--- src/rtl/tipi_pkg.sv ---
// tipi_pkg: constants shared by the TIPI Pi<->CPLD serial link blocks.
package tipi_pkg;
   localparam logic [0:0] RX_IDLE  = 1'b0;
   localparam logic [0:0] RX_SHIFT = 1'b1;
   localparam int TIPI_DATA_W   = 8;
   localparam int TIPI_SYNC_MIN = 2;
endpackage

--- src/rtl/tipi_sync.sv ---
// tipi_sync: N-stage single-bit synchronizer, async active-low reset to 0.
module tipi_sync #(
   parameter int N = 2
) (
   input  logic clk,
   input  logic rst_n,
   input  logic d,
   output logic q
);
   logic [N-1:0] sync_q;
   logic [N-1:0] sync_d;
   always_comb sync_d = {sync_q[N-2:0], d};
   always_ff @(posedge clk or negedge rst_n)
      if (!rst_n) sync_q <= '0;
      else sync_q <= sync_d;
   assign q = sync_q[N-1];
endmodule

--- src/rtl/serial_byte_rx.sv ---
// serial_byte_rx: oversampled MSB-first serial-to-parallel receiver with valid/ack handshake.
// Define SERIAL_RX_OVERRUN_EN to add the sticky overrun port and drop bytes that arrive while one is pending.
module serial_byte_rx
   import tipi_pkg::*;
#(
   parameter int DATA_W      = TIPI_DATA_W,
   parameter int SYNC_STAGES = TIPI_SYNC_MIN
) (
   input  logic              clk,
   input  logic              rst_n,
   input  logic              sclk,
   input  logic              cs,
   input  logic              sdin,
   input  logic              rd_ack,
   output logic [DATA_W-1:0] data,
   output logic              valid,
   output logic              frame_err
`ifdef SERIAL_RX_OVERRUN_EN
   ,
   output logic              overrun
`endif
);
   localparam int CNT_W = $clog2(DATA_W);
   logic sclk_s, cs_s, sdin_s;
   logic rise, shift, done, abort, accept;
   logic              sclk_dly_q, sclk_dly_d;
   logic [0:0]        state_q, state_d;
   logic [DATA_W-1:0] shreg_q, shreg_d;
   logic [CNT_W-1:0]  bit_cnt_q, bit_cnt_d;
   logic [DATA_W-1:0] data_q, data_d;
   logic              valid_q, valid_d;
   logic              frame_err_q, frame_err_d;
   tipi_sync #(.N(SYNC_STAGES)) u_sync_sclk (.clk(clk), .rst_n(rst_n), .d(sclk), .q(sclk_s));
   tipi_sync #(.N(SYNC_STAGES)) u_sync_cs   (.clk(clk), .rst_n(rst_n), .d(cs),   .q(cs_s));
   tipi_sync #(.N(SYNC_STAGES)) u_sync_sdin (.clk(clk), .rst_n(rst_n), .d(sdin), .q(sdin_s));
`ifdef SERIAL_RX_OVERRUN_EN
   logic overrun_q, overrun_d;
   assign accept = done & (~valid_q | rd_ack);
   always_comb overrun_d = (done & valid_q & ~rd_ack) | (overrun_q & ~rd_ack);
   always_ff @(posedge clk or negedge rst_n)
      if (!rst_n) overrun_q <= 1'b0;
      else overrun_q <= overrun_d;
   assign overrun = overrun_q;
`else
   assign accept = done;
`endif
   // A frame dropping out of SHIFT wins over a coincident sclk rise.
   always_comb begin
      rise        = sclk_s & ~sclk_dly_q;
      shift       = (state_q == RX_SHIFT) & cs_s & rise;
      done        = shift & (bit_cnt_q == CNT_W'(DATA_W - 1));
      abort       = (state_q == RX_SHIFT) & ~cs_s & (bit_cnt_q != '0);
      sclk_dly_d  = sclk_s;
      state_d     = cs_s ? RX_SHIFT : RX_IDLE;
      bit_cnt_d   = !cs_s ? '0 : shift ? bit_cnt_q + CNT_W'(1) : bit_cnt_q;
      shreg_d     = !cs_s ? '0 : shift ? {shreg_q[DATA_W-2:0], sdin_s} : shreg_q;
      data_d      = accept ? {shreg_q[DATA_W-2:0], sdin_s} : data_q;
      valid_d     = accept | (valid_q & ~rd_ack);
      frame_err_d = abort;
   end
   always_ff @(posedge clk or negedge rst_n)
      if (!rst_n) begin
         sclk_dly_q  <= 1'b0;
         state_q     <= RX_IDLE;
         bit_cnt_q   <= '0;
         shreg_q     <= '0;
         data_q      <= '0;
         valid_q     <= 1'b0;
         frame_err_q <= 1'b0;
      end else begin
         sclk_dly_q  <= sclk_dly_d;
         state_q     <= state_d;
         bit_cnt_q   <= bit_cnt_d;
         shreg_q     <= shreg_d;
         data_q      <= data_d;
         valid_q     <= valid_d;
         frame_err_q <= frame_err_d;
      end
   assign data      = data_q;
   assign valid     = valid_q;
   assign frame_err = frame_err_q;
endmodule

--- config.mk ---
export PLATFORM = sky130hd
export DESIGN_NAME = serial_byte_rx
export DESIGN_NICKNAME = d
export VERILOG_FILES = /design/src/rtl/tipi_pkg.sv /design/src/rtl/tipi_sync.sv /design/src/rtl/serial_byte_rx.sv
export SDC_FILE = /design/constraint.sdc
export NUM_CORES = 1
export LEC_CHECK = 0
export ABC_CLOCK_PERIOD_IN_PS = 2500
export CAP_MARGIN = 20
export CORE_MARGIN = 2
export CORE_UTILIZATION = 48
export CTS_CLUSTER_SIZE = 28
export DETAILED_ROUTE_END_ITERATION = 10
export GPL_TIMING_DRIVEN = 0
export PLACE_DENSITY_LB_ADDON = 0.12
export SYNTH_ARGS = -nofsm -noshare
export SYNTH_HDL_FRONTEND = slang
export SYNTH_SLANG_ARGS = --single-unit
--- constraint.sdc ---
create_clock -name clk -period 2.5 [get_ports clk]
set_input_delay 0.5 -clock clk [delete_from_list [all_inputs] [get_ports clk]]
set_output_delay 0.5 -clock clk [all_outputs]
set_load 0.1 [all_outputs]
After elaboration in Yosys (flattened, before gate mapping)

Index checks and enable logic that the tools add are counted.
Widths: inputs -> output; s select.

Register bits: 28
Input bits: 6
Output and inout bits: 10
Logic and storage cells: 30

Add/sub/neg operators: 1
Eq/ne operators: 2
Multiplexer cells: 5
Bitwise logic cells: 11
Reductions and logical operators: 1

Operator list:

| operator            | count |
|---|---|
| $mux 7              | 2 |
| $and 1x1->1         | 7 |
| $mux 3              | 2 |
| $add 3x1->3 const B | 1 |
| $eq 3x3->1 const B  | 1 |
| $not 1->1           | 3 |
| $reduce_bool 3->1   | 1 |
| $ne 2x2->1 const B  | 1 |
| $mux 1              | 1 |
| $or 1x1->1          | 1 |

Logic depth before layout (Yosys ltp)

Gate-level depths: netlist of the first run.

Depth in word-level cells: 5
Depth in mapped cells: 4
Mapped depth without buffers: 4

Cells and area by module

A second synthesis of the first run with hierarchy kept.

Cells, all modules: 80
Area total of the unflattened synthesis: 1018.5 sq um

Modules (own cells, without submodules):

| module         | times used | cells an instance | area each (sq um) | sequential area each (sq um) |
|---|---|---|---|---|
| serial_byte_rx | 1          | 74                | 868.3             | 550.5 |
| tipi_sync      | 3          | 2                 | 50.0              | 50.0 |

Worst setup path before layout of the first run

No wires, ideal clock.

Kind: reg2out
Start: reg valid_q (netlist: valid)
End: out valid
Arrival time: 0.897 ns
Required time: 2.000 ns
Setup slack: 1.103 ns
Cell stages (with the launch flop): 1
Buffers on the path: 0
Cells stage by stage: dfrtp_1

RTL lines:

| element                  | line                 | source |
|---|---|---|
| start: declaration       | serial_byte_rx.sv:31 | `logic valid_q, valid_d;` |
| start signal: assignment | serial_byte_rx.sv:76 | `valid_q <= valid_d;` |
| end: declaration         | serial_byte_rx.sv:16 | `output logic valid,` |

No word-level cell between the ends.

Worst setup path after layout of the first run

Start: reg data_q[5] (netlist: data[5])
End: out data[5]

RTL lines:

| element                  | line                 | source |
|---|---|---|
| start: declaration       | serial_byte_rx.sv:30 | `logic [DATA_W-1:0] data_q, data_d;` |
| start signal: assignment | serial_byte_rx.sv:75 | `data_q <= data_d;` |
| end: declaration         | serial_byte_rx.sv:15 | `output logic [DATA_W-1:0] data,` |

No word-level cell between the ends.

==> flow_summary.toml, run 1 <==
[sta]
max_slew_margin_pct = 35.0
drv_slew = 0
tns_ps = 0
finalHoldViolCount = 0
finalSetupViolCount = 0
period_needed_ps = 2340
worst_pin_slew_ps = 971
period_share_pct = 93.7
max_freq_mhz = 427
rsz0062_at_grt = "no"
finalClockSkew_ps = 3.57

[synth]
synth_top_area_cell = "dfrtp_1"
synth_nets = 89
synth_edf_count = 0
synth-seq-area-share_pct = 68.8
synth_cell_types = 13
synth_top_area_share_pct = 68.8
synthTopCellsByArea = "dfrtp_1, mux2_2, nand2_1"
ys_ff_latch = 28
syn_inst = 80
yosysWarnings = 0
syn_area_per_cell_um2 = 12.7
ys_async_sr_fraction_pct = 100
synthFlopType = "dfrtp_1"
ys_top_cells_by_count = "dfrtp_1, nand2_1, o21ai_0"
yosysMostFrequentCell = "dfrtp_1"
syn-cell-area_um2 = 1020

[power]
switching_share_pct = 21.3
irDropWorstVdd_uv = 423
p_int_w = 0.000566
pwr-share-seq_pct = 64.7
power.clock.fraction_pct = 30.4
power.density_nw_per_um2 = 568
p_comb_share_pct = 4.9
p_leak_nw = 0.602
p_switching_w = 0.000153

[clock_tree]
clk_latency_ps = 330
cts_resized = 0
root_buffer = "clkbuf_4"
cts_tree = "yes"
clkSinkCount = 28
cts_buffers = 3
h-tree-depth = 1
clk_pin_slew_ps = 140
ctsHoldBuffers = 0
clock_path_buffers = 2
post_cts_buffers = 0

[setup_path]
crit_family = "buffers and inverters"
start_kind = "flop"
reg2reg_to = "data[5]$_DFFE_PN0P_"
crit_buf_inv = 1
ff2ff_path_depth = 4
critPathKind = "reg2out"
end_kind = "output pin"
crit_chain = "clkdlybuf4s50_1"
r2r_slack_ps = 1080
crit_start = "data[5]$_DFFE_PN0P_"
crit_path_max_incr_delay_ps = 1130
arrival_ps = 1840
crit_fanout = 2
r2r-start = "bit_cnt_q[0]$_DFFE_PN0P_"
cp_data_required_time_ps = 2000
cpMaxStageDelayCell = "clkdlybuf4s50_1"

[min_path]
hold_start = "u_sync_sclk.sync_q[0]$_DFF_PN0_"
hold_depth = 0
hold_path.class = "reg2reg"
hold_end = "u_sync_sclk.sync_q[1]$_DFF_PN0_"

[routing]
wl_um = 1580
wl_per_cell_um = 12.4
drt_iter0_markers = 8
vias_per_cell = 5.06
drc = 0
vias = 642
ant_nets = 0
drt-pass1-iter-count = 3

[placed_design]
routabilityCongestion = 0.707
place.port_buffers = 15
place_inst = 123
hpwl_um = 1070

[die]
start_util_pct = 51.4
die_height_um = 50.1
core-area_um2 = 1980
fp-row-count = 16
die_x_um = 50.1
dieArea_um2 = 2510
io_pins = 16

[grt]
grt_max_degree = 21
gr-usage-all-layers_pct = 15.3
grt_pass1_wl_um = 2810
grt_pass1_vias = 654
antenna_found_initial = 0
overflow = 0

[finish]
syn_to_final_growth_pct = 24.3
fin_util_pct = 63.9
fillCellCount = 160
insertedDiodeCount = 0
drive_gt1_share_pct = 16.0
nNetsFinal = 110
fin_cells = 127

[status]
status = "finished, final reports clean"

[flow_run]
maxCapViolations = 0
logic make-up (layout without fill, tap and decap cells):
| family | count (synthesis) | after routing | share of synthesized area, % |
|---|---|---|---|
| adder cells (fa/ha/maj) | 3 | 3 | 3.69 |
| AND/OR/NAND/NOR | 24 | 24 | 10.8 |
| buffers and inverters | 6 | 26 | 2.46 |
| AO/OA/AOI/OAI | 11 | 11 | 5.41 |
| multiplexers | 8 | 8 | 8.85 |
| flip-flops | 28 | 28 | 68.8 |
area by class of cell:
| type | instances | area (um2) | area share, % |
|---|---|---|---|
| Inverter | 3 | 11.3 | 0.889 |
| Sequential cell | 28 | 701 | 55.3 |
| Timing Repair Buffer | 16 | 178 | 14.0 |
| Buffer | 3 | 13.8 | 1.09 |
| Tap cell | 27 | 33.8 | 2.67 |
| Clock buffer | 4 | 36.3 | 2.87 |
| Multi-Input combinational cell | 46 | 293 | 23.1 |
metal layers:
metal  vias to the layer above  GRT usage, %  part of all wire (%)
li1                        303             -                     -
met5                         -             0                     0
met1                       321          19.1                    47
met4                         0          8.33                   2.0
met2                        14          24.3                    48
met3                         4          3.64                   3.6
stage by stage:
step	hold WS, ps	worst slack (ps)	power, W	area [um2]
detailed placement	340	535	0.000511	1230
finish	369	158	0.000719	1270
floorplan	204	1100	0.000485	1020
CTS	372	141	0.000728	1270
global route	385	101	0.000750	1270
global placement	332	538	0.000504	1200
cell usage in the layout, fill, tap and decap left out:
cell / Yosys / layout
inv_1: 3 / 3
clkbuf_8: 0 / 1
ha_1: 3 / 3
nor2b_1: 1 / 1
clkbuf_1: 1 / 1
o21ai_0: 11 / 11
clkbuf_2: 1 / 1
dfrtp_1: 28 / 28
buf_16: 0 / 1
clkdlybuf4s50_1: 0 / 15
clkbuf_4: 0 / 3
nand2_4: 1 / 1
mux2_2: 8 / 8
nor3b_1: 1 / 1
nand2_1: 20 / 20
buf_2: 1 / 1
and4b_1: 1 / 1
registers in the layout, summed over array words and instances, names as in the netlist:
name / flops
state_q: 1
bit_cnt_q: 3
u_sync_cs.sync_q: 2
u_sync_sclk.sync_q: 2
data: 8
frame_err: 1
u_sync_sdin.sync_q: 2
shreg_q: 7
valid: 1
sclk_dly_q: 1
power groups by stage:
stage	clock network, W	registers, W	logic, W
3_3_place_gp	0	0.000474	0.0000303
2_1_floorplan	0	0.000476	0.00000862
5_1_grt	0.000243	0.000467	0.0000390
3_5_place_dp	0	0.000474	0.0000363
4_1_cts	0.000226	0.000466	0.0000364
6_report	0.000218	0.000466	0.0000353
how the worst max path moves through the flow:
| stage | cells after the start | slack [ps] | to |
|---|---|---|---|
| floorplan | 0 | 1100 | valid |
| global placement | 1 | 540 | data[5] |
| detailed placement | 1 | 540 | data[2] |
| CTS | 1 | 140 | data[2] |
| global route | 1 | 100 | data[5] |
| finish | 1 | 160 | data[5] |
(Power assumes the default switching activity.)
==> run 2, diff against run 1 <==
ABC_CLOCK_PERIOD_IN_PS = 2000   (was 2500)
CTS_CLUSTER_DIAMETER = 100   (was not set)
DONT_BUFFER_PORTS = 1   (was not set)
clock period = 2 ns   (was 2.5 ns; I/O delays follow)
==> run 2 against run 1 <==
- via count decreased by 11%
- first-iteration DRC count decreased by 13%
- cell area decreased by 13%
- sequential power increased by 26%
- total power increased by 16%
- wire length decreased by 4.4%
- register-to-register slack got worse by 500 ps
- critical path type unchanged
- critical endpoint is now data[1]
==> flow_summary.toml, run 2 (synthesis results as in run 1) <==
[clock_tree]
h-tree-depth = 1
root_buffer = "clkbuf_4"
cts_resized = 0
cts_tree = "yes"
clkSinkCount = 28
clk_latency_ps = 310
cts_buffers = 3
ctsHoldBuffers = 2
clock_path_buffers = 2
post_cts_buffers = 0
clk_pin_slew_ps = 140

[grt]
grt_pass1_vias = 578
gr-usage-all-layers_pct = 14.1
grt_pass1_wl_um = 2610
antenna_found_initial = 0
overflow = 0
grt_max_degree = 29

[die]
dieArea_um2 = 2510
die_x_um = 50.1
io_pins = 16
die_height_um = 50.1
core-area_um2 = 1980
fp-row-count = 16
start_util_pct = 51.4

[placed_design]
post-place-ws_ps = 584
place_inst = 107
place.port_buffers = 0
hpwl_um = 997
routabilityCongestion = 0.683

[sta]
drv_slew = 0
period_needed_ps = 1680
worst_slack_ps = 324
worst_pin_slew_ps = 897
max_slew_margin_pct = 40.2
period_share_pct = 83.8
tns_ps = 0
finalClockSkew_ps = 4.74
finalSetupViolCount = 0
rsz0062_at_grt = "no"
finalHoldViolCount = 0
max_freq_mhz = 597

[setup_path]
crit_fanout = 2
arrival_ps = 1280
critPathKind = "reg2out"
end_kind = "output pin"
start_kind = "flop"
cp_data_required_time_ps = 1600

[min_path]
hold_path.class = "in2reg"

[power]
totalPowerFinal_w = 0.000837
irDropWorstVdd_uv = 400
p_leak_nw = 0.542
power.density_nw_per_um2 = 758

[finish]
largest_reg_flops = 8
mostFrequentLayoutCells = "dfrtp_1, nand2_1, o21ai_0"
drive_gt1_share_pct = 17.6
nNetsFinal = 96
fillCellCount = 156
insertedDiodeCount = 0
syn_to_final_growth_pct = 8.48
final_common_cell = "dfrtp_1"
fin_cells = 112

[routing]
wl_per_cell_um = 13.5
drc = 0
drt-pass1-iter-count = 4
vias_per_cell = 5.09
wl_um = 1510
ant_nets = 0
drt_iter0_markers = 7
vias = 570

[flow_run]
maxCapViolations = 0

[status]
status = "finished, final reports clean"
[run 2: changes by cell type in the layout (fill, tap and decap cells not counted)]
cell / delta
clkbuf_8: -1
dlygate4sd3_1: +1
buf_16: -1
clkdlybuf4s50_1: -15
buf_12: +1
[run 2: layout make-up]
type | count | area [um2] | share of cell area [%]
buffer | 3 | 13.8 | 1.25
clock buffer | 3 | 22.5 | 2.04
inverter | 3 | 11.3 | 1.02
multi-input combinational | 46 | 293 | 26.5
sequential | 28 | 701 | 63.4
tap | 27 | 33.8 | 3.06
timing repair buffer | 2 | 30.0 | 2.72
[run 2: per-layer routing]
metal	part of all wire (%)	GRT usage, %
met1	49	20.2
met2	45	20.4
met3	4.2	3.64
met4	0.86	5.56
met5	0	0
[run 2: power by group]
group          switching, W  internal (W)  leakage [nW]
Sequential       0.00000859      0.000577         0.372
Clock              0.000152     0.0000705        0.0138
Combinational     0.0000198    0.00000996         0.157
Total              0.000180      0.000657         0.542
[run 2: stage by stage]
stage               instance area (um2)  hold WS (ps)  utilization, %
finish                             1100          91.2            55.7
global route                       1100          63.7            55.7
CTS                                1100          83.9            55.7
detailed placement                 1050           105            53.1
global placement                   1050           105            53.1
floorplan                          1020           104               -
[run 2: worst paths after layout]
kind                       cells after the start                           from                              end  slack, ps
max                                            0            data[1]$_DFFE_PN0P_                          data[1]        320
min                                            0                           sdin  u_sync_sdin.sync_q[0]$_DFF_PN0_         90
max reg2reg                                    4       bit_cnt_q[0]$_DFFE_PN0P_              data[4]$_DFFE_PN0P_        580
min reg2reg                                    0  u_sync_cs.sync_q[0]$_DFF_PN0_    u_sync_cs.sync_q[1]$_DFF_PN0_        370
max in group asynchronous                      2                          rst_n         bit_cnt_q[1]$_DFFE_PN0P_       1350
min in group asynchronous                      2                          rst_n           shreg_q[4]$_DFFE_PN0P_        490
[run 2: worst reg2reg max path: stages, from the launching register on]
cell     delay (ps)
dfrtp_1         420
ha_1            210
ha_1            210
nand2_4         140
mux2_2          350
==> run 3, diff against run 2 <==
ABC_CLOCK_PERIOD_IN_PS = 1600   (was 2000)
clock period = 1.6 ns   (was 2 ns; I/O delays follow)
==> run 3 against run 2 <==
- non-clock buffer count up 3
- cell count increased by 2.7%
- total power rose by 26%
- critical path depth up 4
- cell area is 3.9% higher
- sequential power rose by 25%
- largest power group unchanged
==> flow_summary.toml, run 3 (synthesis results as in run 1) <==
[status]
status = "finished, final reports clean"

[die]
core-area_um2 = 1980
fp-row-count = 16
io_pins = 16
die_x_um = 50.1
dieArea_um2 = 2510
start_util_pct = 51.4
die_height_um = 50.1

[routing]
ant_nets = 0
drc = 0
vias_per_cell = 5.11
vias = 588
wl_per_cell_um = 13.1
drt_iter0_markers = 7
wl_um = 1510
drt-pass1-iter-count = 4

[finish]
mostFrequentLayoutCells = "nand2_1, dfrtp_1, o21ai_0"
drive_gt1_share_pct = 28.4
nNetsFinal = 99
syn_to_final_growth_pct = 12.7
largest_reg_flops = 8
insertedDiodeCount = 0
fin_cells = 115
final_common_cell = "nand2_1"
design_area_um2 = 1150
fillCellCount = 148

[sta]
period_needed_ps = 1420
drv_slew = 0
period_share_pct = 88.8
rsz0062_at_grt = "no"
max_freq_mhz = 704
finalSetupViolCount = 0
fin_hold_ws_ps = 74.5
tns_ps = 0
finalClockSkew_ps = 1.57
worst_pin_slew_ps = 493
finalHoldViolCount = 0
max_slew_margin_pct = 67.2

[placed_design]
place.port_buffers = 0
routabilityCongestion = 0.683
post_dp_cell_area_um2 = 1050
place_inst = 107
hpwl_um = 997

[setup_path]
critPathKind = "reg2reg"
crit_fanout = 9
cp_data_required_time_ps = 1820
r2r-start = "bit_cnt_q[0]$_DFFE_PN0P_"
crit_start = "bit_cnt_q[0]$_DFFE_PN0P_"
end_kind = "flop"
start_kind = "flop"
arrival_ps = 1640

[power]
power.density_nw_per_um2 = 919
p_comb_share_pct = 4.0
irDropWorstVdd_uv = 499
p_leak_nw = 0.538
switching_share_pct = 21.6
p_switching_w = 0.000228
pwr-share-seq_pct = 69.4
power.clock.fraction_pct = 26.6
p_int_w = 0.000826

[clock_tree]
h-tree-depth = 1
clkSinkCount = 28
post_cts_buffers = 0
clk_latency_ps = 320
root_buffer = "clkbuf_4"
cts_buffers = 3
clk_pin_slew_ps = 140
cts_tree = "yes"
clock_path_buffers = 2

[grt]
antenna_found_initial = 0
grt_max_degree = 29
overflow = 0
grt_pass1_vias = 592
gr-usage-all-layers_pct = 14.2
grt_pass1_wl_um = 2640

[min_path]
hold_start = "rd_ack"
hold_path.class = "in2reg"

[flow_run]
maxCapViolations = 0
-- run 3: path summary, 6_finish.rpt --
check | slack, ps | cells past startpoint | to
worst min-delay path | 70 | 1 | valid$_DFF_PN0_
worst max-delay path | 180 | 4 | data[4]$_DFFE_PN0P_
min in group asynchronous | 410 | 2 | shreg_q[3]$_DFFE_PN0P_
worst min register to register | 370 | 0 | u_sync_cs.sync_q[1]$_DFF_PN0_
worst max register to register | 180 | 4 | data[4]$_DFFE_PN0P_
max in group asynchronous | 1020 | 2 | frame_err$_DFF_PN0_
-- run 3: power by group through the flow --
stage	sequential (W)	clock, W	combinational [W]
2_1_floorplan	0.000744	0	0.0000135
3_3_place_gp	0.000745	0	0.0000170
3_5_place_dp	0.000746	0	0.0000169
4_1_cts	0.000732	0.000286	0.0000388
5_1_grt	0.000734	0.000314	0.0000507
6_report	0.000732	0.000280	0.0000425
-- run 3: area by class of cell --
type	count	area [um2]	share of cell area, %
Inverter	3	11.3	0.981
Clock buffer	3	22.5	1.96
Sequential cell	28	713	62.2
Multi-Input combinational cell	46	293	25.5
Buffer	3	13.8	1.20
Tap cell	27	33.8	2.94
Timing Repair Buffer	5	60.1	5.23
-- run 3: metrics by stage --
| stage | worst slack, ps | power [W] | util, % |
|---|---|---|---|
| floorplan | 276 | 0.000757 | - |
| global placement | 206 | 0.000762 | 53.1 |
| detailed placement | 184 | 0.000763 | 53.1 |
| CTS | 1.52 | 0.00106 | 56.1 |
| global route | 125 | 0.00110 | 57.9 |
| finish | 179 | 0.00105 | 57.9 |
-- run 3: layer usage --
layer  global-route usage (%)  vias to the layer above  routed length [um]  part of all wire, %
li1                         -                      279                   -                    -
met2                     21.3                       15                 681                   45
met3                     3.64                        4                  64                  4.2
met1                     19.6                      290                 749                   50
met5                        0                        -                   0                    0
met4                     5.56                        0                  15                 0.99
-- run 3: critical path: stages, from the launching register on --
cell	delay, ps
dfrtp_1	420
ha_1	210
ha_1	210
nand2_4	140
mux2_2	350
-- run 3: what timing repair did --
| item | 4_1_cts | 5_1_grt |
|---|---|---|
| resized for setup | 5 | 5 |
| endpoints found under the setup margin | 5 | 5 |
| hold buffers | 2 | 3 |
| endpoints found under the hold margin | 28 | 3 |
